`src/rtl/ide_autoconfig.sv`:
```
// ============================================================================
// Module   : ide_autoconfig
// Function : Zorro II AutoConfig responder (64K IDE board) and window decoder.
//            Optional macro AUTOBOOT_EN enables the diag ROM vector nibbles.
// Revision : 1.0 - initial release
// ============================================================================
`default_nettype none

module ide_autoconfig #(
    parameter logic [15:0] MANUF_ID   = 16'h144A,
    parameter logic [7:0]  PRODUCT_ID = 8'h05,
    parameter logic [31:0] SERIAL     = 32'h0,
    parameter logic [15:0] ROM_OFFSET = 16'h4000
) (
    input  logic        CLK,
    input  logic        RESET_n,
    input  logic [23:1] ADDR,
    input  logic        AS_n,
    input  logic        UDS_n,
    input  logic        RW,
    input  logic [3:0]  DIN,
    output logic [3:0]  DOUT,
    output logic        DOE,
    input  logic        CFGIN_n,
    output logic        CFGOUT_n,
    output logic        configured,
    output logic        ide_access
);

`ifdef AUTOBOOT_EN
    localparam logic [7:0] c_er_type = 8'hD1;
`else
    localparam logic [7:0] c_er_type = 8'hC1;
    logic w_unused_rom;
    assign w_unused_rom = ^ROM_OFFSET;
`endif

    typedef enum logic [1:0] {
        ST_UNCONFIG   = 2'd0,
        ST_CONFIGURED = 2'd1,
        ST_SHUTUP     = 2'd2
    } state_t;

    state_t      r_state, w_state_nxt;
    logic [7:0]  r_base, w_base_nxt;
    logic [3:0]  r_hi_nib, w_hi_nib_nxt;
    logic        r_wr_done, w_wr_done_nxt;
    logic        r_cfgout_n, w_cfgout_n_nxt;
    logic        r_configured, w_configured_nxt;

    logic        w_cfg_sel;
    logic        w_wr_take;
    logic [3:0]  w_nib;
    logic        w_unused_addr;

    assign w_unused_addr = ^ADDR[15:8];

    assign w_cfg_sel = (r_state == ST_UNCONFIG) && !CFGIN_n && !AS_n
                       && (ADDR[23:16] == 8'hE8);
    assign w_wr_take = w_cfg_sel && !RW && !UDS_n && !r_wr_done;

    // ADDR[7:1] is the word index: byte offset $xx maps to index $xx/2.
    always_comb begin
        w_nib = 4'hF;
        case (ADDR[7:1])
            7'h00: w_nib = c_er_type[7:4];
            7'h01: w_nib = c_er_type[3:0];
            7'h02: w_nib = ~PRODUCT_ID[7:4];
            7'h03: w_nib = ~PRODUCT_ID[3:0];
            7'h08: w_nib = ~MANUF_ID[15:12];
            7'h09: w_nib = ~MANUF_ID[11:8];
            7'h0A: w_nib = ~MANUF_ID[7:4];
            7'h0B: w_nib = ~MANUF_ID[3:0];
            7'h0C: w_nib = ~SERIAL[31:28];
            7'h0D: w_nib = ~SERIAL[27:24];
            7'h0E: w_nib = ~SERIAL[23:20];
            7'h0F: w_nib = ~SERIAL[19:16];
            7'h10: w_nib = ~SERIAL[15:12];
            7'h11: w_nib = ~SERIAL[11:8];
            7'h12: w_nib = ~SERIAL[7:4];
            7'h13: w_nib = ~SERIAL[3:0];
`ifdef AUTOBOOT_EN
            7'h14: w_nib = ~ROM_OFFSET[15:12];
            7'h15: w_nib = ~ROM_OFFSET[11:8];
            7'h16: w_nib = ~ROM_OFFSET[7:4];
            7'h17: w_nib = ~ROM_OFFSET[3:0];
`endif
            default: w_nib = 4'hF;
        endcase
    end

    always_comb begin
        w_state_nxt      = r_state;
        w_base_nxt       = r_base;
        w_hi_nib_nxt     = r_hi_nib;
        w_wr_done_nxt    = r_wr_done;
        w_cfgout_n_nxt   = r_cfgout_n;
        w_configured_nxt = r_configured;
        if (AS_n) begin
            w_wr_done_nxt = 1'b0;
            // Chain is only released between bus cycles, never mid-cycle.
            if (r_state != ST_UNCONFIG) begin
                w_cfgout_n_nxt = 1'b0;
            end
        end
        if (w_wr_take) begin
            w_wr_done_nxt = 1'b1;
            case (ADDR[7:1])
                7'h25: w_hi_nib_nxt = DIN;
                7'h24: begin
                    w_base_nxt       = {DIN, r_hi_nib};
                    w_state_nxt      = ST_CONFIGURED;
                    w_configured_nxt = 1'b1;
                end
                7'h26: w_state_nxt = ST_SHUTUP;
                default: ;
            endcase
        end
    end

    always_ff @(posedge CLK or negedge RESET_n) begin
        if (!RESET_n) begin
            r_state      <= ST_UNCONFIG;
            r_base       <= 8'h00;
            r_hi_nib     <= 4'h0;
            r_wr_done    <= 1'b0;
            r_cfgout_n   <= 1'b1;
            r_configured <= 1'b0;
        end else begin
            r_state      <= w_state_nxt;
            r_base       <= w_base_nxt;
            r_hi_nib     <= w_hi_nib_nxt;
            r_wr_done    <= w_wr_done_nxt;
            r_cfgout_n   <= w_cfgout_n_nxt;
            r_configured <= w_configured_nxt;
        end
    end

    assign DOE        = w_cfg_sel && RW;
    assign DOUT       = w_nib;
    assign CFGOUT_n   = r_cfgout_n;
    assign configured = r_configured;
    assign ide_access = r_configured && !AS_n && (ADDR[23:16] == r_base);

endmodule

`default_nettype wire
```
`config.mk`:
```
export PLATFORM = sky130hd
export DESIGN_NAME = ide_autoconfig
export DESIGN_NICKNAME = d
export VERILOG_FILES = /design/src/rtl/ide_autoconfig.sv
export SDC_FILE = /design/constraint.sdc
export NUM_CORES = 1
export LEC_CHECK = 0
export BUFFER_PORTS_ARGS = -buffer_cell sky130_fd_sc_hd__buf_2
export CORE_MARGIN = 2
export CORE_UTILIZATION = 41
export DETAILED_ROUTE_END_ITERATION = 10
export PLACE_DENSITY = 0.73
export SLEW_MARGIN = 40
export SYNTH_ARGS = -nofsm -noshare
export SYNTH_HDL_FRONTEND = slang
export SYNTH_SLANG_ARGS = --single-unit
```
`constraint.sdc`:
```
create_clock -name CLK -period 2.3 [get_ports CLK]
set_clock_uncertainty 0.2 [all_clocks]
set_input_delay 0.345 -clock CLK [delete_from_list [all_inputs] [get_ports CLK]]
set_output_delay 0.345 -clock CLK [all_outputs]
set_load 0.1 [all_outputs]
```
-- After elaboration in Yosys (flattened, before gate mapping)
Memories as Yosys holds them, arrays and structs flattened.
Index checks and enable logic that the tools add are counted.
- input bits: 33
- word-level logic and storage cells: 39
- memories: 1
- memory bits (read-only): 128
- output and inout bits: 8
- register bits: 17
- reductions and logical operators: 23
- multiplexer cells: 4
- equality and inequality tests: 5
- memories (name ; depth ; bits a word ; rd ports ; clocked after memory_dff ; wr ports ; RTL line ; RTL):
    (no name shown) ; 32 ; 4 ; 1 ; 0 ; 0 ; 65 ; case (ADDR[7:1])
- operator list (cell ; number):
    $eq A7 B6 Y1 const B ; 3
    $logic_and A1 B1 Y1 ; 9
    $eq A8 B8 Y1 ; 1
    $eq A8 B8 Y1 const B ; 1
    $reduce_and A2 Y1 ; 4
    $reduce_bool A2 Y1 ; 3
    $logic_not A1 Y1 ; 5
    $logic_not A2 Y1 ; 2
    $mux W4 ; 1
    $pmux W2 S2 ; 1
    $mux W1 ; 2

-- Logic depth before layout (Yosys ltp)
- depth after elaboration: 8
- gate-level depth with buffers: 5
- mapped depth without buffers: 5

-- Worst setup path after synthesis
Ideal clock, no wire load.
- path type: input to output
- from: input AS_n
- to: output DOE
- path buffers: 0
- cell stages on the path: 2
- arrival time: 2.983 ns
- required time: 1.755 ns
- path slack: -1.228 ns
- path through: or4_4 > nor3_1
- word-level cells in the longest chain between the ends: 4
- ends and longest elaborated chain (element ; RTL line ; RTL):
    start: declaration ; 18 ; input logic AS_n,
    $logic_not A1 Y1 ; 58 ; assign w_cfg_sel = (r_state == ST_UNCONFIG) && !CFGIN_n && !AS_n
    $logic_and A1 B1 Y1 ; 58 ;
    $logic_and A1 B1 Y1 ; 59 ; && (ADDR[23:16] == 8'hE8);
    $logic_and A1 B1 Y1 ; 139 ; assign DOE = w_cfg_sel && RW;
    end: declaration ; 23 ; output logic DOE,
No other way between the ends.

-- Worst setup path after layout
- from: register r_state[0]
- to: register r_base[5]
- word-level cells in the longest chain between the ends: 8
- ends and longest elaborated chain (element ; RTL line ; RTL):
    start: declaration ; 44 ; state_t r_state, w_state_nxt;
    start signal: assignment ; 130 ; r_state <= w_state_nxt;
    $logic_not A2 Y1 ; 58 ;
    $logic_and A1 B1 Y1 (2 in series) ; 58 ;
    $logic_and A1 B1 Y1 ; 59 ;
    $logic_and A1 B1 Y1 (3 in series) ; 60 ; assign w_wr_take = w_cfg_sel && !RW && !UDS_n && !r_wr_done;
    $reduce_and A2 Y1 (no source line) ; - ;
    end signal: assignment ; 131 ; r_base <= w_base_nxt;
    end: declaration ; 45 ; logic [7:0] r_base, w_base_nxt;
No other way between the ends.
A chain may end at the register's enable or synchronous reset.

==> key figures <==
Setup path
  – Worst-path cell chain: or4b_4 -> nor4_4 -> and3_4 -> clkbuf_16 -> mux2_4
  – WP data required: 2270 ps
  – Crit-path max cell delay: 530 ps
  – Flop-to-flop setup slack: 4 ps
  – WP data arrival: 2270 ps
  – Worst path slowest cell: or4b_4
  – Family with the most delay on the worst path: simple AND/OR/NAND/NOR gates
  – CP Launch Type: register
  – Setup crit end kind: register
  – CP bufs+invs: 1
  – CP max FO: 5
  – Worst setup path category: reg2reg

Floorplanning
  – Core area: 2191 um2
  – Chip Width: 51.75 um
  – # IOs: 41
  – Starting Density: 42.66%
  – Chip height: 51.75 um
  – FP Rows: 17
  – DIE AREA: 2678 um2

Global routing
  – Total global routing overflow: 0
  – All-Layer GR Usage: 17.78%
  – Via count of the first global-routing pass: 795
  – Pin count of the biggest net entering global routing: 18
  – Initial antenna violation count: 0
  – First-pass GRT wire length: 3498 um

Clocking
  – Htree depth: 1
  – Clk buf depth: 2
  – TritonCTS Buffers: 3
  – CTS tree: built
  – Setup bufs post-CTS: 0
  – Clk root buf: clkbuf_4
  – Clock slew at reported path FFs: 90 ps
  – Clock latency on the worst-skew pair: 280 ps
  – Number of sinks on the clock net: 17

Detailed routing
  – Vias per cell: 4.961
  – DR iter-0 viols: 9
  – Wire length per cell: 13.64 um
  – DR DRC count: 0
  – Routed vias: 769
  – Final ANT Viol Nets: 0
  – Drt pass-1 iters: 4
  – Post-Route WL: 2114 um

Synthesis
  – Syn_nets: 118
  – Cell taking the most area after synthesis: dfrtp_1
  – Most common cell in the synthesized netlist: dfrtp_1
  – Mapped Area: 934.6 um2
  – Top cells by count, synth: 16 x dfrtp_1, 12 x mux2_2, 9 x nand2_1, 5 x xnor2_1
  – Seq/Total Area, Yosys: 45.65%
  – Asr flop ratio synth: 100.0%
  – Synth Instances: 81
  – Synth unique cells: 30
  – Post-synth EDFFs: 0
  – Mean post-synth cell area: 11.54 um2
  – Yosys warning count: 0
  – Yosys top cell area share: 42.84%
  – Seq cells post-synth: 17
  – Synth area leaders: dfrtp_1 43%, mux2_2 14%, ha_1 5.4%, xnor2_1 4.7%, nand2_1 3.6%
  – Prevailing post-synth register cell: dfrtp_1

Power and ir drop
  – Int Pwr: 0.4029 mW
  – Logic gate share of total power: 15.3%
  – Clock network fraction of design power: 28.5%
  – LEAKAGE: 0.6864 nW
  – Pwr/cell area: 391.8 nW/um2
  – Sequential share of power: 56.3%
  – Worst IR Drop VDD: 471.5 uV
  – Switching Share: 24.10%
  – Switching power: 0.1279 mW

Final layout
  – Post-layout instance area: 1355 um2
  – Area grow syn2layout: 44.98%
  – Fill cells: 175
  – # nets final: 165
  – Number of diodes: 0
  – Post-Route Utilization: 61.85%
  – Footprint of the multi-input gates: 535.5 um2
  – Register area: 426.7 um2
  – Layout cells sized above 1: 55.12%

Timing
  – Slew HR: 63.44%
  – FMAX: 435.6 MHz
  – Final hold vios: 0
  – Slew Limit Fails: 0
  – Fin crit share: 99.82%
  – Tmin final: 2296 ps
  – Final setup fails: 0
  – RSZ-0062 raised after global routing: yes
  – Min setup slack post-route: 4.214 ps
  – Slew of the pin with the lowest slew margin: 543.4 ps

Placed design
  – Routability congestion estimate: 0.6688
  – Port bufs: 32
  – Post-DP HPWL: 1630 um
  – Setup WS pre-CTS: -102.7 ps
  – Dpl cell area: 1241 um2

Status
  – Status: complete, no violations

Hold path
  – Hold crit path type: in2reg

Job
  – Max_cap viols: 0
worst paths after layout:
check | start | to | depth (start not counted)
max | r_state[0] | r_base[5] | 5
min reg2reg | r_wr_done | r_wr_done | 1
min in group asynchronous | RESET_n | configured | 2
max reg2reg | r_state[0] | r_base[5] | 5
min | DIN[1] | r_base[5] | 2
max in group asynchronous | RESET_n | CFGOUT_n | 2
power by group through the flow:
stage / sequential (mW) / clock [mW] / combinational, mW
2_1_floorplan: 0.305 / 0 / 0.0306
3_3_place_gp: 0.305 / 0 / 0.0742
3_5_place_dp: 0.305 / 0 / 0.0773
4_1_cts: 0.299 / 0.156 / 0.0798
5_1_grt: 0.299 / 0.177 / 0.0911
6_report: 0.299 / 0.151 / 0.0810
sequential cells by signal (all words and copies together) (netlist names):
register,flops
r_state,2
r_wr_done,1
r_hi_nib,4
r_base,8
configured,1
CFGOUT_n,1
layout by cell type (no fill, tap or decap), types with 2 or more instances in the layout:
| cell | instances |
|---|---|
| mux2_4 | 8 |
| inv_1 | 4 |
| buf_12 | 3 |
| clkbuf_4 | 3 |
| buf_4 | 8 |
| or4_4 | 2 |
| nor4_1 | 2 |
| xor2_1 | 3 |
| nand2_1 | 9 |
| mux2_2 | 4 |
| buf_2 | 30 |
| ha_1 | 4 |
| xnor2_1 | 5 |
| o21ai_0 | 4 |
| dfrtp_1 | 16 |
layout make-up:
cell class                 instances  share of cell area, %
clock buffer                       4                  1.939
inverter                           4                  1.108
multi-input combinational         58                  39.52
sequential                        17                  31.49
tap                               28                  2.585
timing repair buffer              44                  23.36
per-stage QoR:
| step | setup TNS, ps | hold slack (ps) | total power, mW | instances |
|---|---|---|---|---|
| after detailed placement | -852.3 | 85.56 | 0.3819 | 149 |
| after CTS | 0 | 105.4 | 0.5342 | 154 |
| final | 0 | 114.4 | 0.5309 | 155 |
| after floorplan | 0 | -150.6 | 0.3353 | 81 |
| after global routing | -497.8 | 88.65 | 0.5668 | 155 |
| after global placement | -711.9 | 72.56 | 0.3788 | 149 |
repair_timing:
item	in CTS	in global routing
hold endpoints to repair	16	0
gates cloned	0	1
resized for setup	1	12
endpoints found under the setup margin	1	11
pin swaps	0	3
hold buffers	1	0
kinds of logic (layout without fill, tap and decap cells):
logic type | count (synthesis) | count (layout) | share of synthesized area [%]
compound gates | 7 | 7 | 4.686
xor+xnor | 8 | 8 | 7.497
fa+ha+maj | 4 | 4 | 5.355
buf+inv | 6 | 52 | 3.614
flops | 17 | 17 | 45.65
mux | 12 | 12 | 14.46
simple gates | 27 | 27 | 18.74
per-layer routing:
layer	track usage (%)	vias to the layer above	share of wire [%]	wire, um
li1	-	377	-	-
met1	19.85	374	39	819
met2	33.76	16	56	1174
met3	5.172	2	5.0	106
met4	2.632	0	0.66	14
met5	0	-	0	0
(Power assumes the default switching activity.)
